==> config.mk <==
export PLATFORM = sky130hd
export DESIGN_NAME = vdp_tile_row_shifter
export DESIGN_NICKNAME = d
export VERILOG_FILES = /design/src/rtl/vdp_tile_row_shifter.sv
export SDC_FILE = /design/constraint.sdc
export NUM_CORES = 1
export LEC_CHECK = 0
export CAP_MARGIN = 20
export CORE_AREA = 2 2 141 143
export DETAILED_ROUTE_END_ITERATION = 10
export DIE_AREA = 0 0 143 145
export SLEW_MARGIN = 0
export SYNTH_ARGS = -nofsm -noshare
export SYNTH_HDL_FRONTEND = slang
export SYNTH_SLANG_ARGS = --single-unit
==> constraint.sdc <==
create_clock -name clk -period 5.5 [get_ports clk]
set_input_delay 1.1 -clock clk [delete_from_list [all_inputs] [get_ports clk]]
set_output_delay 1.1 -clock clk [all_outputs]
set_load 0.01 [all_outputs]
==> src/rtl/vdp_tile_row_shifter.sv <==
// vdp_tile_row_shifter: fetches a 4bpp tile row (two VRAM words) and shifts out palette-qualified pixels gaplessly.
// Optional saturating underrun counter enabled by VDP_TILE_UNDERRUN_COUNT_EN.
module vdp_tile_row_shifter #(
  parameter logic [7:0] TRANSPARENT_PIXEL = 8'h00
) (
  input  logic        clk,
  input  logic        reset,
  input  logic        line_start,
  input  logic [2:0]  scroll_x_granular,
  input  logic        fetch_start,
  input  logic [13:0] tile_address,
  input  logic [15:0] map_data,
  output logic        fetch_ready,
  output logic        vram_read_en,
  output logic [14:0] vram_address,
  input  logic [15:0] vram_data,
  input  logic        pixel_advance,
  output logic [7:0]  pixel,
  output logic        pixel_valid,
  output logic        underrun,
  output logic [7:0]  underrun_count
);
  typedef enum logic [1:0] {IDLE, RD0, RD1, CAP1} state_t;
  state_t state_q, state_d;
  logic [13:0] addr_q, addr_d;
  logic [3:0]  fpal_q, fpal_d, ppal_q, ppal_d, spal_q, spal_d, cnt_q, cnt_d;
  logic        fflip_q, fflip_d, pfull_q, pfull_d, pv_q, pv_d, ur_q, ur_d;
  logic [15:0] w0_q, w0_d;
  logic [31:0] pend_q, pend_d, sh_q, sh_d;
  logic [2:0]  disc_q, disc_d;
  logic [7:0]  pix_q, pix_d;
  logic [31:0] raw, row, new_sh, h_sh;
  logic [3:0]  new_cnt, h_cnt, h_pal;
  logic        accept, xfer, use_new, take, starve;
  logic        unused_map;

  assign unused_map   = ^{map_data[11], map_data[9:0]};
  assign fetch_ready  = !reset && state_q == IDLE && !pfull_q;
  assign vram_read_en = state_q == RD0 || state_q == RD1;
  assign vram_address = state_q == RD0 ? {addr_q, 1'b0} : state_q == RD1 ? {addr_q, 1'b1} : 15'd0;
  assign pixel        = pix_q;
  assign pixel_valid  = pv_q;
  assign underrun     = ur_q;

  // Leftmost pixel sits in the top nibble; flipping reverses nibble order.
  always_comb begin
    raw = {w0_q, vram_data};
    row = raw;
    if (fflip_q)
      for (int i = 0; i < 8; i++) row[28-4*i +: 4] = raw[4*i +: 4];
  end

  always_comb begin
    accept  = state_q == IDLE && fetch_start && fetch_ready;
    xfer    = pfull_q && (cnt_q == 4'd0 || (cnt_q == 4'd1 && pixel_advance));
    use_new = xfer && cnt_q == 4'd0;
    new_sh  = pend_q << {disc_q, 2'b00};
    new_cnt = 4'd8 - {1'b0, disc_q};
    h_sh    = use_new ? new_sh : sh_q;
    h_cnt   = use_new ? new_cnt : cnt_q;
    h_pal   = use_new ? ppal_q : spal_q;
    take    = pixel_advance && h_cnt != 4'd0;
    starve  = pixel_advance && h_cnt == 4'd0;
    state_d = state_q == IDLE ? (accept ? RD0 : IDLE) : state_q == RD0 ? RD1 : state_q == RD1 ? CAP1 : IDLE;
    addr_d  = accept ? tile_address : addr_q;
    fpal_d  = accept ? map_data[15:12] : fpal_q;
    fflip_d = accept ? map_data[10] : fflip_q;
    w0_d    = state_q == RD1 ? vram_data : w0_q;
    pend_d  = state_q == CAP1 ? row : pend_q;
    ppal_d  = state_q == CAP1 ? fpal_q : ppal_q;
    pfull_d = state_q == CAP1 || (pfull_q && !xfer);
    sh_d    = take ? {h_sh[27:0], 4'h0} : h_sh;
    cnt_d   = take ? h_cnt - 4'd1 : h_cnt;
    spal_d  = h_pal;
    disc_d  = xfer ? 3'd0 : disc_q;
    pix_d   = take ? {h_pal, h_sh[31:28]} : starve ? TRANSPARENT_PIXEL : pix_q;
    pv_d    = pixel_advance;
    ur_d    = ur_q || starve;
    // Last pixel of the old row leaves while the pending row loads behind it.
    if (xfer && !use_new) begin
      sh_d   = new_sh;
      cnt_d  = new_cnt;
      spal_d = ppal_q;
    end
    if (line_start) begin
      state_d = IDLE;
      pfull_d = 1'b0;
      cnt_d   = 4'd0;
      disc_d  = scroll_x_granular;
      ur_d    = 1'b0;
      pv_d    = 1'b0;
      pix_d   = TRANSPARENT_PIXEL;
    end
  end

  always_ff @(posedge clk) begin
    if (reset) begin
      state_q <= IDLE;
      addr_q  <= '0;
      fpal_q  <= '0;
      fflip_q <= 1'b0;
      w0_q    <= '0;
      pend_q  <= '0;
      ppal_q  <= '0;
      pfull_q <= 1'b0;
      sh_q    <= '0;
      spal_q  <= '0;
      cnt_q   <= '0;
      disc_q  <= '0;
      pix_q   <= TRANSPARENT_PIXEL;
      pv_q    <= 1'b0;
      ur_q    <= 1'b0;
    end else begin
      state_q <= state_d;
      addr_q  <= addr_d;
      fpal_q  <= fpal_d;
      fflip_q <= fflip_d;
      w0_q    <= w0_d;
      pend_q  <= pend_d;
      ppal_q  <= ppal_d;
      pfull_q <= pfull_d;
      sh_q    <= sh_d;
      spal_q  <= spal_d;
      cnt_q   <= cnt_d;
      disc_q  <= disc_d;
      pix_q   <= pix_d;
      pv_q    <= pv_d;
      ur_q    <= ur_d;
    end
  end

`ifdef VDP_TILE_UNDERRUN_COUNT_EN
  logic [7:0] urc_q, urc_d;
  always_comb urc_d = line_start ? 8'd0 : (starve && urc_q != 8'hFF) ? urc_q + 8'd1 : urc_q;
  always_ff @(posedge clk) begin
    if (reset) urc_q <= 8'd0;
    else urc_q <= urc_d;
  end
  assign underrun_count = urc_q;
`else
  assign underrun_count = 8'h00;
`endif
endmodule

After elaboration in Yosys (flattened, before gate mapping)
Cells that the tools add are included.
{"block": "op_classes", "addsub": 2, "eq_ne": 4, "shift": 1, "n_mux": 19, "reduce_logical": 26}
{"op": "2-to-1 mux 32 bit", "count": 4}
{"op": "<< shifter 32 x 5 -> 32 bit", "count": 1}
{"op": "2-to-1 mux 15 bit", "count": 2}
{"op": "2-to-1 mux 4 bit", "count": 5}
{"op": "2-to-1 mux 8 bit", "count": 2}
{"op": "logical AND 1 bit", "count": 11}
{"op": "zero test 4 bit", "count": 2}
{"op": "2-to-1 mux 2 bit", "count": 3}
{"op": "2-to-1 mux 3 bit", "count": 2}
{"op": "== test 2 bit (second input constant)", "count": 2}
{"op": "== test 4 x 1 -> 1 bit (second input constant)", "count": 1}
{"op": "zero test 1 bit", "count": 4}
{"op": "logical OR 1 bit", "count": 4}
{"op": "nonzero test 2 bit", "count": 2}
{"op": "nonzero test 4 bit", "count": 1}
{"op": "subtractor 4 x 1 -> 4 bit (second input constant)", "count": 1}
{"op": "subtractor 4 x 3 -> 4 bit (first input constant)", "count": 1}
{"op": "== test 2 x 1 -> 1 bit (second input constant)", "count": 1}
{"op": "zero test 2 bit", "count": 1}
{"op": "OR reduction 2 bit", "count": 1}
{"op": "2-to-1 mux 1 bit", "count": 1}
{"block": "word_totals", "regBits": 127, "inputBits": 54, "out_inout_bits": 35, "wordCells": 67}

Depth between registers and ports, before layout
{"block": "depth", "depth_word": 10, "mapped_depth": 12, "mapped_depth_nobuf": 8}

Worst setup path before layout
Ideal clock, no wire load.
{"block": "synth_path", "path_type": "input port to output port", "startpoint": "input reset", "endpoint": "output fetch_ready", "t_arrival_ns": 1.664, "t_required_ns": 4.400, "slack_ns": 2.736, "stages": 2, "n_path_buf": 1, "cell_sequence": "clkbuf_1 -> nor3b_1"}
{"block": "synth_between", "elab_chain_len": 3}
{"element": "start, declared", "line": "7", "rtl": "input logic reset,"}
{"element": "zero test 1 bit", "line": "38", "rtl": "assign fetch_ready = !reset && state_q == IDLE && !pfull_q;"}
{"element": "logical AND 1 bit (2 in a row)", "line": "38"}
{"element": "end, declared", "line": "13", "rtl": "output logic fetch_ready,"}
Every way passes these cells.

Worst setup path in the final report
{"block": "layout_path", "startpoint": "register state_q[0]", "endpoint": "output vram_address[14]"}
{"block": "layout_between", "elab_chain_len": 3, "elab_cells_between_ends": 4, "cone_classes": "2 x eq/ne; 2 x mux"}
{"element": "start, declared", "line": "24", "rtl": "state_t state_q, state_d;"}
{"element": "start signal, assigned", "line": "114", "rtl": "state_q <= state_d;"}
{"element": "== test 2 bit", "line": "40", "rtl": "assign vram_address = state_q == RD0 ? {addr_q, 1'b0} : state_q == RD1 ? {addr_q, 1'b1} : 15'd0;"}
{"element": "2-to-1 mux 15 bit", "line": "40"}
{"element": "2-to-1 mux 15 bit *", "line": "40"}
{"element": "end, declared", "line": "15", "rtl": "output logic [14:0] vram_address,"}
Every way passes the cells marked *; elsewhere a longest branch is shown, timed or not.

==> results.py <==
metrics = {
    "clock_tree": {
        "post_cts_resized": 0,
        "ctsRootBufferMaster": "clkbuf_16",
        "cts.clk_slew.worst_paths_ns": 0.06,
        "cts_made_buffers": 17,
        "clk_path_buf_depth": 2,
        "cts_tree": "yes",
        "htreeDepth": 4,
        "cts.sinks": 127,
        "insertion_delay_ns": 0.42,
        "hold_buffers": 0,
        "post-cts-setup-buffer-count": 0,
    },
    "floorplanning": {
        "io_pins": 89,
        "die-area_um2": 20700,
        "rows": 51,
        "initial_core_util": 0.344,
        "die_h_um": 145,
        "coreArea_um2": 19200,
        "die_w_um": 143,
    },
    "setup_path": {
        "worst-setup-path-type": "flop to output port",
        "max_stage_delay_ns": 0.73,
        "crit_path_top_delay_cell": "nor2_1",
        "crit_buf_inv": 2,
        "cp-start-kind": "flop",
        "required_ns": 4.40,
        "crit_arrival_ns": 2.44,
        "crit_chain": "inv_1 -> ha_1 -> nor2_1 -> nor2b_1 -> clkdlybuf4s50_1",
        "endpoint_kind": "output port",
        "critPathMaxFanout": 14,
        "cp_top_family": "simple AND/OR/NAND/NOR gates",
    },
    "route": {
        "wl_per_cell_um": 14.7,
        "drcViolationCount": 0,
        "drtIter0Drc": 337,
        "via_count": 5373,
        "wirelength_mm": 15.8,
        "drt_pass1_iterations": 4,
        "viasPerCell": 5.02,
        "antenna_left": 0,
    },
    "placed_design": {
        "post_dp_cell_area_um2": 7350,
        "hpwl_mm": 10.7,
        "gp_congestion": 0.824,
        "dp_cells": 1038,
        "dp_slack_ns": 1.92,
        "portBuffers": 69,
    },
    "power": {
        "power_mw": 2.21,
        "leakage_nw": 2.59,
        "peakVddDrop_v": 0.000195,
        "internal_power_mw": 1.70,
        "pwr-share-seq": 0.426,
        "clockPowerShare": 0.511,
        "combPwrFrac": 0.063,
        "p_sw_mw": 0.511,
        "p_per_area_nw_per_um2": 277,
        "p_sw_frac": 0.232,
    },
    "yosys": {
        "synth_top_cell_area_share": 0.385,
        "ys_seq_elements": 127,
        "async_flop_share": 0,
        "yosysTopAreaCell": "dfxtp_1",
        "synthMuxAreaShare": 0.196,
        "synth_area_leaders": "dfxtp_1, mux2i_1, nor2_1, a211oi_1, nand2_1",
        "synth_flop_cell": "dfxtp_1",
        "synth_top_family_by_area": "multiplexers",
        "synth_cell_types": 56,
        "syn_avg_cell_area_um2": 8.70,
        "synth_xor_area_frac": 0.00133,
        "synth_warnings": 0,
        "yosys.area_share.simple": 0.169,
        "synth_area_um2": 6600,
        "synthAdderAreaFrac": 0.00947,
        "synthCells": 759,
        "seq_area_frac_synth": 0.385,
        "synth-edff-count": 0,
        "synth-compound-area-share": 0.181,
    },
    "final_layout": {
        "fin_nets": 851,
        "layout-drive-gt1-share": 0.0857,
        "final_cell_area_um2": 7960,
        "instances_no_fill": 1070,
        "layout-area-overhead-vs-synth_pct": 20.5,
        "fin_util": 0.414,
        "diodes": 0,
    },
    "sta": {
        "grt_setup_unrepaired": "no",
        "worst_pin_slew_ns": 0.964,
        "maxSlewViolCount": 0,
        "post-route-period-util": 0.644,
        "setup_tns_ns": 0,
        "max_slew_margin": 0.357,
        "final_hold_viol_count": 0,
        "fin_ws_ns": 1.96,
        "fin_skew_ns": 0.00688,
        "setup_viol": 0,
        "timing.fmax_ghz": 0.282,
        "whs_ns": 0.449,
        "final.min_clock_period_ns": 3.54,
    },
    "global_routing": {
        "grt_pass1_vias": 4965,
        "grt-ovfl-total": 0,
        "grtUsageTotal": 0.155,
        "grt_pass1_wl_mm": 25.9,
        "grt_max_degree": 81,
        "antenna_found_initial": 0,
    },
    "min_path": {
        "hold_class": "flop to flop",
    },
    "outcome": {
        "outcome": "finished clean",
    },
    "flow_run": {
        "max_cap_viol_count": 0,
    },
}
worst paths after layout:
| check | to | cells after the start | slack [ns] | startpoint |
|---|---|---|---|---|
| max | vram_address[14] | 5 | 1.96 | state_q[0] |
| min | addr_q[2] | 2 | 0.45 | addr_q[2] |
| max reg2reg | sh_q[7] | 10 | 2.24 | disc_q[0] |
| min reg2reg | addr_q[2] | 2 | 0.45 | addr_q[2] |
kinds of logic after synthesis:
kind of cell,count (synthesis)
and+or+nand+nor,250
AOI/OAI and AO/OA,177
DFF,127
muxes,123
buffers and inverters,75
adders and majority gates,5
other,1
xor gates and xnor gates,1
worst reg2reg max path: stages (launching register included):
cell,delay (ns)
dfxtp_2,0.31
buf_4,0.53
inv_1,0.25
ha_1,0.27
nor2b_1,0.14
a21oi_1,0.32
o31ai_4,0.12
a21oi_4,0.22
buf_4,0.49
mux2_2,0.42
o22ai_1,0.11
layer usage:
metal / vias up / global-route usage / part of all wire
met2: 108 / 0.231 / 0.44
met4: 0 / 0.0535 / 0.019
met3: 21 / 0.0409 / 0.045
met1: 2489 / 0.217 / 0.49
met5: - / 0 / 0
li1: 2755 / - / -
synthesized netlist by cell type, types with 9 or more instances:
| cell type | number |
|---|---|
| a211oi_1 | 44 |
| nand2_1 | 88 |
| nor2b_1 | 17 |
| a21oi_1 | 52 |
| a22oi_1 | 9 |
| buf_4 | 14 |
| o21ai_0 | 10 |
| nor2_1 | 97 |
| dfxtp_1 | 127 |
| o22ai_1 | 18 |
| mux2_2 | 11 |
| mux2i_1 | 108 |
| clkbuf_1 | 37 |
| a22o_1 | 10 |
layout by cell type (no fill, tap or decap), types with 3 or more instances in the layout:
cell             synthesis  routed
dfxtp_1                127     125
mux2i_1                108     108
nor2_1                  97      97
nand2_1                 88      88
clkdlybuf4s50_1          0      68
a21oi_1                 52      52
a211oi_1                44      44
o22ai_1                 18      18
nor2b_1                 17      17
clkbuf_16                0      17
mux2_2                  11      11
o21ai_0                 10      10
a22o_1                  10      10
a22oi_1                  9       9
nand3_1                  8       8
nand2b_1                 8       8
conb_1                   1       8
buf_4                   14       8
o21ai_1                  7       7
nand3b_1                 6       6
inv_1                    5       5
nor3_1                   4       4
and2_1                   4       4
mux4_2                   4       4
ha_1                     5       4
o211ai_1                 3       3
and3_1                   3       3
o31ai_2                  3       3
or2_1                    3       3
a32o_1                   3       3
a21boi_0                 3       3
a2bb2oi_1                3       3
clkinv_2                 0       3
clkbuf_8                 0       3
clkinv_4                 0       3
sequential cells by signal (all words and copies together), names as in the netlist:
register,cells
addr_q,14
cnt_q,4
disc_q,3
fflip_q,1
fpal_q,4
pend_q,32
pfull_q,1
pixel,8
pixel_valid,1
ppal_q,4
sh_q,32
spal_q,4
state_q,2
underrun,1
w0_q,16
power by group through the flow:
stage | Clock, mW | Combinational (mW) | Sequential, mW
5_1_grt | 1.19 | 0.152 | 0.941
3_3_place_gp | 0 | 0.139 | 0.960
6_report | 1.13 | 0.139 | 0.940
3_5_place_dp | 0 | 0.139 | 0.960
4_1_cts | 1.15 | 0.140 | 0.940
2_1_floorplan | 0 | 0.0935 | 0.952
area by class of cell:
class,instances,area (µm²)
sequential,127,2540
tap,265,332
timing repair buffer,76,741
inverter,6,22.5
clock buffer,20,467
fill,1927,11300
multi-input combinational,564,3710
clock inverter,12,134
Note: power is estimated with default switching activity, not from simulation.
